**src/rtl/gui_pkg.sv**
```systemverilog
// Shared GUI definitions: pixel colours and the hold/auto-repeat state encodings.
package gui_pkg;

  localparam logic [2:0] COLOR_BLACK = 3'b000;
  localparam logic [2:0] COLOR_GREEN = 3'b010;
  localparam logic [2:0] COLOR_WHITE = 3'b111;

  typedef enum logic [1:0] {
    IDLE   = 2'd0,
    DELAY  = 2'd1,
    REPEAT = 2'd2
  } repeat_state_e;

  typedef enum logic [1:0] {
    DIR_NONE = 2'd0,
    DIR_UP   = 2'd1,
    DIR_DOWN = 2'd2
  } dir_e;

endpackage

```
**src/rtl/hold_repeat.sv**
```systemverilog
// Joystick direction decoder with press-then-hold auto-repeat; emits one-cycle move pulses.
module hold_repeat
  import gui_pkg::*;
#(
  parameter int REPEAT_DELAY  = 25_000_000,
  parameter int REPEAT_PERIOD = 6_250_000
) (
  input  logic clock,
  input  logic reset,
  input  logic enable,
  input  logic up,
  input  logic down,
  output logic move_up,
  output logic move_down
);

  localparam int CNT_MAX = (REPEAT_DELAY > REPEAT_PERIOD) ? REPEAT_DELAY : REPEAT_PERIOD;
  localparam int CNT_W   = $clog2(CNT_MAX + 1);
  localparam logic [CNT_W-1:0] CNT_ZERO    = {CNT_W{1'b0}};
  localparam logic [CNT_W-1:0] CNT_ONE     = CNT_W'(1);
  localparam logic [CNT_W-1:0] DELAY_LOAD  = CNT_W'(REPEAT_DELAY - 1);
  localparam logic [CNT_W-1:0] PERIOD_LOAD = CNT_W'(REPEAT_PERIOD - 1);

  repeat_state_e    state_r, state_s;
  dir_e             dir_r, dir_nxt_s, dir_s;
  logic [CNT_W-1:0] cnt_r, cnt_s;
  logic             move_s;

  // Both directions pressed together cancel out.
  always_comb begin
    if (up && !down) begin
      dir_s = DIR_UP;
    end else if (down && !up) begin
      dir_s = DIR_DOWN;
    end else begin
      dir_s = DIR_NONE;
    end
  end

  // Next-state logic; a change of direction restarts the initial delay.
  always_comb begin
    state_s   = state_r;
    cnt_s     = cnt_r;
    dir_nxt_s = dir_r;
    move_s    = 1'b0;
    if (!enable) begin
      state_s   = IDLE;
      cnt_s     = CNT_ZERO;
      dir_nxt_s = DIR_NONE;
    end else begin
      case (state_r)
        IDLE: begin
          if (dir_s != DIR_NONE) begin
            move_s    = 1'b1;
            cnt_s     = DELAY_LOAD;
            state_s   = DELAY;
            dir_nxt_s = dir_s;
          end else begin
            cnt_s = CNT_ZERO;
          end
        end
        DELAY, REPEAT: begin
          if (dir_s == DIR_NONE) begin
            state_s   = IDLE;
            cnt_s     = CNT_ZERO;
            dir_nxt_s = DIR_NONE;
          end else if (dir_s != dir_r) begin
            move_s    = 1'b1;
            cnt_s     = DELAY_LOAD;
            state_s   = DELAY;
            dir_nxt_s = dir_s;
          end else if (cnt_r == CNT_ZERO) begin
            move_s  = 1'b1;
            cnt_s   = PERIOD_LOAD;
            state_s = REPEAT;
          end else begin
            cnt_s = cnt_r - CNT_ONE;
          end
        end
        default: begin
          state_s   = IDLE;
          cnt_s     = CNT_ZERO;
          dir_nxt_s = DIR_NONE;
        end
      endcase
    end
  end

  // State, counter and last-direction registers.
  always_ff @(posedge clock or posedge reset) begin
    if (reset) begin
      state_r <= IDLE;
      cnt_r   <= CNT_ZERO;
      dir_r   <= DIR_NONE;
    end else begin
      state_r <= state_s;
      cnt_r   <= cnt_s;
      dir_r   <= dir_nxt_s;
    end
  end

  assign move_up   = move_s && (dir_s == DIR_UP);
  assign move_down = move_s && (dir_s == DIR_DOWN);

endmodule

```
**src/rtl/menu_selector.sv**
```systemverilog
// Menu navigation: selected index with saturate/wrap moves, confirm pulse, and option-box pixel decoding.
module menu_selector
  import gui_pkg::*;
#(
  parameter int NUM_OPTIONS   = 2,
  parameter int DEFAULT_INDEX = 0,
  parameter int WRAP          = 0,
  parameter int REPEAT_DELAY  = 25_000_000,
  parameter int REPEAT_PERIOD = 6_250_000,
  parameter int ITEM_COL0     = 260,
  parameter int ITEM_ROW0     = 180,
  parameter int ITEM_W        = 120,
  parameter int ITEM_H        = 24,
  parameter int IDX_W         = $clog2(NUM_OPTIONS)
) (
  input  logic             clock,
  input  logic             reset,
  input  logic             enable,
  input  logic [9:0]       row,
  input  logic [9:0]       col,
  input  logic             control_up,
  input  logic             control_down,
  input  logic             control_select,
  output logic [2:0]       rgb,
  output logic [IDX_W-1:0] selected_index,
  output logic             confirm_valid,
  output logic [IDX_W-1:0] confirm_index
);

  localparam logic [IDX_W-1:0] IDX_ZERO = {IDX_W{1'b0}};
  localparam logic [IDX_W-1:0] IDX_ONE  = IDX_W'(1);
  localparam logic [IDX_W-1:0] IDX_LAST = IDX_W'(NUM_OPTIONS - 1);
  localparam logic [IDX_W-1:0] IDX_DEF  = IDX_W'(DEFAULT_INDEX);

  logic [IDX_W-1:0]       selected_index_r, idx_s;
  logic [IDX_W-1:0]       confirm_index_r;
  logic                   confirm_valid_r;
  logic                   select_prev_r;
  logic                   select_rise_s;
  logic                   move_up_s, move_down_s;
  logic [NUM_OPTIONS-1:0] hit_s, border_s;
  logic                   sel_hit_s;
  logic [2:0]             rgb_s;

  hold_repeat #(
    .REPEAT_DELAY  (REPEAT_DELAY),
    .REPEAT_PERIOD (REPEAT_PERIOD)
  ) u_repeat (
    .clock     (clock),
    .reset     (reset),
    .enable    (enable),
    .up        (control_up),
    .down      (control_down),
    .move_up   (move_up_s),
    .move_down (move_down_s)
  );

  // Up walks toward index 0; ends compare against the real last index, not 2^IDX_W-1.
  always_comb begin
    idx_s = selected_index_r;
    if (move_up_s) begin
      if (selected_index_r == IDX_ZERO) begin
        idx_s = (WRAP != 0) ? IDX_LAST : IDX_ZERO;
      end else begin
        idx_s = selected_index_r - IDX_ONE;
      end
    end else if (move_down_s) begin
      if (selected_index_r == IDX_LAST) begin
        idx_s = (WRAP != 0) ? IDX_ZERO : IDX_LAST;
      end else begin
        idx_s = selected_index_r + IDX_ONE;
      end
    end else begin
      idx_s = selected_index_r;
    end
  end

  assign select_rise_s = control_select && !select_prev_r;

  // Index and confirm registers; the confirmed value is the pre-move index.
  always_ff @(posedge clock or posedge reset) begin
    if (reset) begin
      selected_index_r <= IDX_DEF;
      confirm_valid_r  <= 1'b0;
      confirm_index_r  <= IDX_ZERO;
      select_prev_r    <= 1'b0;
    end else if (!enable) begin
      selected_index_r <= IDX_DEF;
      confirm_valid_r  <= 1'b0;
      confirm_index_r  <= IDX_ZERO;
      select_prev_r    <= 1'b0;
    end else begin
      selected_index_r <= idx_s;
      confirm_valid_r  <= select_rise_s;
      select_prev_r    <= control_select;
      if (select_rise_s) begin
        confirm_index_r <= selected_index_r;
      end
    end
  end

  // Per-box hit and border flags; boxes are stacked vertically and never overlap.
  always_comb begin
    hit_s     = {NUM_OPTIONS{1'b0}};
    border_s  = {NUM_OPTIONS{1'b0}};
    sel_hit_s = 1'b0;
    for (int k = 0; k < NUM_OPTIONS; k++) begin
      hit_s[k] = (int'(col) >= ITEM_COL0) && (int'(col) < ITEM_COL0 + ITEM_W) &&
                 (int'(row) >= ITEM_ROW0 + k * ITEM_H) &&
                 (int'(row) < ITEM_ROW0 + (k + 1) * ITEM_H);
      border_s[k] = (int'(col) == ITEM_COL0) || (int'(col) == ITEM_COL0 + ITEM_W - 1) ||
                    (int'(row) == ITEM_ROW0 + k * ITEM_H) ||
                    (int'(row) == ITEM_ROW0 + (k + 1) * ITEM_H - 1);
      sel_hit_s = sel_hit_s || (hit_s[k] && (IDX_W'(k) == selected_index_r));
    end
  end

  // Colour priority: selected box fill, then other box outlines, else black.
  always_comb begin
    rgb_s = COLOR_BLACK;
    if (sel_hit_s) begin
      rgb_s = COLOR_WHITE;
    end else if (|(hit_s & border_s)) begin
      rgb_s = COLOR_GREEN;
    end else begin
      rgb_s = COLOR_BLACK;
    end
  end

  assign rgb            = rgb_s;
  assign selected_index = selected_index_r;
  assign confirm_valid  = confirm_valid_r;
  assign confirm_index  = confirm_index_r;

endmodule

```
**config.mk**
```make
export PLATFORM = sky130hd
export DESIGN_NAME = menu_selector
export DESIGN_NICKNAME = d
export VERILOG_FILES = /design/src/rtl/gui_pkg.sv /design/src/rtl/hold_repeat.sv /design/src/rtl/menu_selector.sv
export SDC_FILE = /design/constraint.sdc
export NUM_CORES = 1
export LEC_CHECK = 0
export CORE_MARGIN = 2
export CORE_UTILIZATION = 35
export DETAILED_ROUTE_END_ITERATION = 8
export GPL_TIMING_DRIVEN = 1
export RECOVER_POWER = 25
export SLEW_MARGIN = 20
export SYNTH_ARGS = -nofsm -noshare
export SYNTH_HDL_FRONTEND = slang
export SYNTH_HIERARCHICAL = 1
export SYNTH_SLANG_ARGS = --single-unit
```
**constraint.sdc**
```tcl
create_clock -name clock -period 5.25 [get_ports clock]
set_input_delay 1.575 -clock clock [delete_from_list [all_inputs] [get_ports clock]]
set_output_delay 1.575 -clock clock [all_outputs]
set_load 0.01 [all_outputs]
```
Word level (Yosys, flattened, before mapping)

Index checks and enable logic that the tools add are counted.

Input port bits: 26
Flip-flop bits (word level): 33

$add $sub $neg: 3
$lt $le $gt $ge: 6
Multiplexer cells: 36
Bitwise gates (word level): 2
Equality and inequality tests: 16
Reductions and logical operators: 29

Operator list:

| operator              | count |
|---|---|
| $mux 25               | 5 |
| $pmux 25 s2           | 1 |
| $eq 10x9->1 const B   | 4 |
| $logic_not 25->1      | 1 |
| $sub 25x1->25 const B | 1 |
| $mux 2                | 12 |
| $eq 10x10->1 const B  | 2 |
| $ge 10x8->1 const B   | 2 |
| $lt 10x8->1 const B   | 2 |
| $mux 1                | 14 |
| $logic_and 1x1->1     | 12 |
| $ge 10x9->1 const B   | 1 |
| $lt 10x9->1 const B   | 1 |
| $pmux 2 s2            | 2 |
| $logic_or 1x1->1      | 6 |
| $ne 5x2->1 const B    | 1 |
| $eq 2x1->1 const B    | 2 |
| $eq 2x2->1 const B    | 2 |
| $logic_not 2->1       | 2 |
| $ne 4x2->1 const B    | 1 |
| $reduce_and 2->1      | 2 |
| $reduce_or 2->1       | 2 |
| $logic_not 1->1       | 3 |
| $mux 3                | 1 |
| other kinds (10)      | 10 |

Depth between registers and ports, before layout

Gate-level depths: netlist of the first run.

Depth in word-level cells: 13
Gate-level depth with buffers: 10

Cells and area by module

The synthesis of the first run kept the hierarchy.

By module, submodules not included:

| module        | seq. area each (um^2) | area an instance (um^2) | cells an instance | times used |
|---|---|---|---|---|
| hold_repeat   | 725.7                 | 1667.8                  | 172               | 1 |
| menu_selector | 100.1                 | 447.9                   | 53                | 1 |

Least setup slack after synthesis of the first run

Ideal clock, no wire load.

Kind: input port to output port
Start point: in col[9]
End point: out rgb[1]
Stages on the path: 5
Slack: 895 ps
Path buffers: 0
Required time: 3675 ps
Arrival time: 2780 ps
Cells stage by stage: nand2b_4 or4b_4 o22ai_2 o21ai_0 a211oi_1

Word-level cells in the longest chain between the ends: 8

RTL lines:

| element                                                            | line                                       | text |
|---|---|---|
| from (decl)                                                        | menu_selector.sv:20                        | `input logic [9:0] col,` |
| $ge 10x9->1 (tied with other cells)                                | menu_selector.sv:108                       | `hit_s[k] = (int'(col) >= ITEM_COL0) && (int'(col) < ITEM_COL0 + ITEM_W) &&` |
| $logic_and 1x1->1 or $logic_or 1x1->1 (tied branches) (2 in a row) | menu_selector.sv:108, menu_selector.sv:111 |  |
| $logic_and 1x1->1 or $logic_or 1x1->1 (tied branches)              | menu_selector.sv:109, menu_selector.sv:112 |  |
| $and 2x2->2                                                        | menu_selector.sv:123                       | `end else if (\|(hit_s & border_s)) begin` |
| $reduce_or 2->1                                                    | menu_selector.sv:123                       |  |
| $mux 2                                                             | menu_selector.sv:123                       |  |
| $mux 3 *                                                           | menu_selector.sv:121                       | `if (sel_hit_s) begin` |
| to (decl)                                                          | menu_selector.sv:24                        | `output logic [2:0] rgb,` |

Mark *: on every way between the ends. The rest lies on a longest branch, timed or not.

Final worst setup path of the first run

Start point: in row[3]
End point: out rgb[2]

Word-level cells in the longest chain between the ends: 6

RTL lines:

| element            | line                 | text |
|---|---|---|
| from (decl)        | menu_selector.sv:19  | `input logic [9:0] row,` |
| $ge 10x8->1        | menu_selector.sv:109 | `(int'(row) >= ITEM_ROW0 + k * ITEM_H) &&` |
| $logic_and 1x1->1  | menu_selector.sv:108 |  |
| $logic_and 1x1->1  | menu_selector.sv:109 |  |
| $logic_and 1x1->1  | menu_selector.sv:114 | `sel_hit_s = sel_hit_s \|\| (hit_s[k] && (IDX_W'(k) == selected_index_r));` |
| $logic_or 1x1->1 * | menu_selector.sv:114 |  |
| $mux 3 *           | menu_selector.sv:121 |  |

Marks and branches as above.

==> results of run 1 <==
[state kept, by name, summed over array words and instances, names as in the netlist]
name,count
select_prev_r,1
selected_index,1
u_repeat/cnt_r,25
confirm_valid,1
u_repeat/state_r,2
u_repeat/dir_r,2
confirm_index,1
[synthesized netlist by cell type, types with 2 or more instances]
| cell | count |
|---|---|
| a31oi_1 | 2 |
| o31ai_1 | 4 |
| nor4_1 | 7 |
| inv_1 | 11 |
| nor2_1 | 12 |
| a21o_2 | 2 |
| nor3_1 | 12 |
| o21ai_0 | 14 |
| nor2b_1 | 4 |
| ha_1 | 7 |
| xor2_1 | 5 |
| a211oi_1 | 2 |
| nand3_1 | 6 |
| nand3b_1 | 3 |
| a22oi_1 | 3 |
| a21oi_1 | 6 |
| nand2b_1 | 3 |
| nand4_1 | 2 |
| or4b_4 | 2 |
| xnor2_1 | 15 |
| nor3b_1 | 3 |
| and4bb_2 | 2 |
| mux2i_1 | 5 |
| dfrtp_1 | 33 |
| nand2_1 | 19 |
| and2_1 | 5 |
| clkbuf_1 | 5 |
| or4_4 | 2 |
| or2_2 | 3 |
| o21ai_2 | 2 |
| or3_1 | 2 |
| buf_4 | 2 |
[cell type report]
| class | count | share of cell area |
|---|---|---|
| clock buffers | 7 | 0.03667 |
| clock inverters | 1 | 0.001905 |
| inverters | 11 | 0.01571 |
| multi-input cells | 173 | 0.4581 |
| flip-flops and latches | 33 | 0.3143 |
| well taps | 75 | 0.03571 |
| repair buffers | 38 | 0.1376 |
[timing repair]
item / 4_1_cts / 5_1_grt
gates resized for setup: 1 / 0
buffers inserted: 0 / 0
hold endpoints to repair: 0 / 0
endpoints found under the setup margin: 1 / 0
[critical path, stage by stage]
cell and delay (ps):
clkdlybuf4s50_1 450, or4b_4 560, o21ai_0 90, nand2b_1 90
nor2_1 90, o21ba_2 160, clkdlybuf4s50_1 530
[metrics by stage]
stage	setup TNS (ps)	hold slack [ps]
floorplan	0	393.7
global placement	-15.14	412.8
detailed placement	-33.99	418.8
CTS	0	428.7
global route	0	444.9
finish	0	430.4
[kinds of logic after synthesis]
family,after synthesis,share of synthesized area
mux,6,0.02898
xor+xnor,20,0.08279
fa+ha+maj,7,0.04139
flops,33,0.3903
buf+inv,19,0.04080
simple gates,98,0.2785
compound gates,42,0.1372
[worst paths after layout]
| path | startpoint | to | cells past startpoint |
|---|---|---|---|
| max | row[3] | rgb[2] | 7 |
| min | select_prev_r | confirm_valid | 1 |
| max reg2reg | u_repeat/cnt_r[0] | u_repeat/state_r[0] | 7 |
| min reg2reg | select_prev_r | confirm_valid | 1 |
| max in group asynchronous | reset | u_repeat/cnt_r[9] | 3 |
| min in group asynchronous | reset | confirm_index | 2 |
[routing by layer]
metal	track usage	vias up	wire length, um
li1	-	878	-
met1	0.1927	813	2191
met2	0.2260	30	2047
met3	0.02088	4	154
met4	0.06000	0	65
met5	0	-	0
[power groups by stage]
stage	clock [uW]	combinational [uW]	sequential [uW]
finish	212	491	383
floorplan	0	391	373
global route	228	557	391
global placement	0	489	384
detailed placement	0	489	387
CTS	218	494	382
==> run metrics, run 1 <==
pre-CTS WS=-33.99 ps; CTS H-tree depth=2; # DRC=0; die width=81.75 um; syn_area_per_cell=9.403 um^2; most frequent cells in the layout=33 x dfrtp_1, 27 x clkdlybuf4s50_1, 19 x nand2_1; post-synth top area share=0.3903; Vias/cell=5.104; RSZ-0062 raised after global routing=false; DRT Wirelength=4459 um; Max clock buf depth=2; CP endpoint kind=output port; CTS tree=yes; Final nets=295; worst skew pair latency=280 ps; dpl cells=330; Syn. warnings=6; router iterations before antenna repair=4; Post-DP HPWL=3340 um; worst setup margin=129.8 ps; Setup Skew=9.512 ps; Starting Density=0.3595; area of the core=5886 um^2; flop2flop setup slack=2370 ps; number of synthesized flops with an enable pin=0; sw frac=0.3873; # rows=28; Remaining Overflow, GRT=0; DR vias=1,725; Post-Layout Cell Count=338; sequential share of the synthesized area=0.3903; IO Count=32; vias in the first global route=1,629; Logic pwr share=0.452; Worst EP required=3680 ps; commonest non-fill, non-tap cell in the layout=dfrtp_1; initial antenna violation count=0; Cells after Synth=225; Final Hold Viols=0; sequential power share=0.353; fin area=2628 um^2; clk root buf=clkbuf_8; area leader, netlist=dfrtp_1; Power, Total=1085 uW; share of layout cells above drive strength 1=0.1407; Global Route Usage Sum=0.1421; final-report setup violation count=0; Worst Max-Slew Pin Slew=726.7 ps; Die H=81.75 um; Startpoint Class=input port; total CTS buffers=5; multi-input logic area=1204 um^2; Final min period=5120 ps; fmax=195.3 MHz; async set-reset flop share out of synthesis=1.000; hold_buf cts=0; Int Power=665.0 uW; register area=825.8 um^2; area of the mapped netlist=2116 um^2; initial DRC count=52; Distinct cells, synth=52; Cell Pwr Density=413.1 nW/um^2; P_sw=420.4 uW; post-synth net total=258; die area=6683 um^2; critical path class=in2out; Area contributors post-synth=dfrtp_1 39%, xnor2_1 6.2%, ha_1 4.1%; max-slew violation count=0; PortBufs=31; Synth Register Bits=33; placed cell area=2527 um^2; Synth Flop Type=dfrtp_1; clock power share=0.195; CTS sink cnt=33; FILL cells=578; number of max-cap violations=0; CP Max Fanout=4; worst vdd ir=0.2868 mV; period utilization=0.9753; status=completed; Hold Crit Class=reg2reg; largest net degree at the start of global routing=19; first-pass GRT wire length=7362 um; area added between synthesis and finish=24.19%; Max-Slew Margin vs Limit=0.5110; Lkg Pwr=0.001095 uW; WL per Instance=13.19 um; Worst EP arrival=3550 ps; Clock transition at path regs=60 ps; Post-DRT Antenna Nets=0; final core occ=0.4464; GP Congestion=0.8198; Diodes inserted=0
(Power assumes the default switching activity.)
==> run 2, diff against run 1 <==
==> constraint.sdc (replaced) <==
create_clock -name clock -period 5.2 [get_ports clock]
set_input_delay 1.56 -clock clock [delete_from_list [all_inputs] [get_ports clock]]
set_output_delay 1.56 -clock clock [all_outputs]
set_load 0.01 [all_outputs]
==> run metrics, run 2 (synthesized netlist as in run 1, its figures left out) <==
Diodes inserted=0 (unchanged); max incr delay on CP=540 ps (-20 ps); PortBufs=31 (unchanged); CP endpoint kind=output port; WL per Instance=13.24 um (+0.36%); GP Congestion=0.8198 (unchanged); Logic pwr share=0.453 (about the same); critical path class=in2out; critical path, cell by cell=clkdlybuf4s50_1, or4b_4, o21ai_0, nand2b_1, nor2_1, o21ba_2, clkdlybuf4s50_1; pre-CTS WS=-53.99 ps (-20.00 ps); sequential power share=0.352 (about the same); Max clock buf depth=2 (unchanged); postcts setup bufs=0 (unchanged); register area=825.8 um^2 (unchanged); share of layout cells above drive strength 1=0.1483 (+0.007605); fmax=196.5 MHz; # DRC=0 (unchanged); first-pass GRT wire length=7362 um (unchanged); Remaining Overflow, GRT=0 (unchanged); CP Buf/Inv Count=2 (unchanged); Worst EP arrival=3530 ps (-20 ps); clk root buf=clkbuf_8; Reg2Reg Depth=7 (unchanged); Hold Path Origin=select_prev_r; Worst EP required=3640 ps (-40 ps); slowest CP cell=or4b_4; sw frac=0.3879 (+0.0005633); Critical Path Source=row[2]; most used cell, CP=clkdlybuf4s50_1; final-report setup violation count=0 (unchanged); Cell Pwr Density=416.2 nW/um^2 (+0.75%); Int Power=671.6 uW (+0.99%); CTS sink cnt=33 (unchanged); Clock transition at path regs=60 ps (about the same); Worst Hold End=confirm_valid; Lkg Pwr=0.001094 uW (about the same); CP Max Fanout=5 (+1); DRT Wirelength=4475 um (+0.36%); Post-DP HPWL=3340 um (unchanged); Max-Slew Margin vs Limit=0.5110 (unchanged); Regs by FF count=u_repeat/cnt_r: 25 flops, u_repeat/dir_r: 2 flops, u_repeat/state_r: 2 flops; hold path cells=1 (unchanged); period utilization=0.9789; area of the core=5886 um^2 (unchanged); total CTS buffers=5 (unchanged); RSZ-0062 raised after global routing=false; Startpoint Class=input port; worst setup margin=109.7 ps (-20.18 ps); DR vias=1,720 (-0.29%); flop2flop setup slack=2320 ps (-50 ps); area added between synthesis and finish=24.60%; Final nets=295 (unchanged); initial antenna violation count=0 (unchanged); max reg flops=25 (unchanged); die area=6683 um^2 (unchanged); worst vdd ir=0.2897 mV (+0.99%); P_sw=425.6 uW (+1.2%); Die H=81.75 um (unchanged); kind of cell adding the most delay to the critical path=buffers and inverters; Post-DRT Antenna Nets=0 (unchanged); largest net degree at the start of global routing=19 (unchanged); final core occ=0.4479 (+0.001488); commonest non-fill, non-tap cell in the layout=dfrtp_1; status=completed; Hold Crit Class=reg2reg; Global Route Usage Sum=0.1421 (unchanged); setup_tns=0 ps (unchanged); CTS tree=yes; router iterations before antenna repair=4 (unchanged); initial DRC count=44 (-15%); reg2reg end=u_repeat/state_r[0]; Setup Skew=9.199 ps (-0.3138 ps); clock power share=0.195 (about the same); Vias/cell=5.089 (-0.29%); hold_ws=427.3 ps (-3.141 ps); Final min period=5090 ps; Crit Reg-Reg Startpoint=u_repeat/cnt_r[0]; Starting Density=0.3595 (unchanged); FILL cells=578 (unchanged); max-slew violation count=0 (unchanged); worst skew pair latency=280 ps (about the same); IO Count=32 (unchanged); Final Hold Viols=0 (unchanged); Worst Max-Slew Pin Slew=726.7 ps (unchanged); vias in the first global route=1,629 (unchanged); most frequent cells in the layout=33 x dfrtp_1, 27 x clkdlybuf4s50_1, 19 x nand2_1; multi-input logic area=1212 um^2 (+0.73%); Top reg by flops=u_repeat/cnt_r; die width=81.75 um (unchanged); number of max-cap violations=0 (unchanged); CTS H-tree depth=2 (unchanged); # rows=28 (unchanged)
-- run 2: power groups by stage --
stage	logic, uW	registers [uW]	clock network [uW]
global route	563	395	231
floorplan	394	376	0
CTS	498	386	220
finish	497	387	214
global placement	494	388	0
detailed placement	494	390	0
-- run 2: repair_timing --
action,in CTS,in global routing
resized for setup,1,2
gates cloned,0,0
setup endpoints to repair,1,2
hold buffers,0,0
-- run 2: final cells by class --
class                   count  share of cell area
clock buffers               7             0.03654
multi-input cells         173              0.4599
clock inverters             1            0.001898
well taps                  75             0.03560
inverters                  11             0.01566
repair buffers             38              0.1372
flip-flops and latches     33              0.3132
-- run 2: worst max-delay path by stage --
stage                  end  slack (ps)  cells after the start
floorplan           rgb[1]         880                      5
global placement    rgb[1]         -40                      7
detailed placement  rgb[1]         -50                      7
CTS                 rgb[2]         100                      7
global route        rgb[0]          10                      7
finish              rgb[2]         110                      7
-- run 2: metal layers --
layer  up-vias  part of all wire  global-route usage
li1        879                 -                   -
met1       812              0.50              0.1927
met2        25              0.45              0.2260
met3         4             0.032             0.02088
met4         0             0.015             0.06000
met5         -                 0                   0
-- run 2: per-stage QoR --
step	cells	total power [uW]	area (um^2)
finish	338	1097	2636
global route	338	1188	2636
CTS	338	1104	2628
detailed placement	330	884.1	2527
global placement	330	882.0	2527
floorplan	225	770.8	2116
==> run 3, diff against run 2 <==
--- a/config.mk
+++ b/config.mk
@@ -8,7 +8,6 @@
 export CORE_MARGIN = 2
 export CORE_UTILIZATION = 35
 export DETAILED_ROUTE_END_ITERATION = 8
-export GPL_TIMING_DRIVEN = 1
 export RECOVER_POWER = 25
 export SLEW_MARGIN = 20
 export SYNTH_ARGS = -nofsm -noshare
==> results of run 3 <==
Final layout, timing and power as in run 2 (identical DEF).
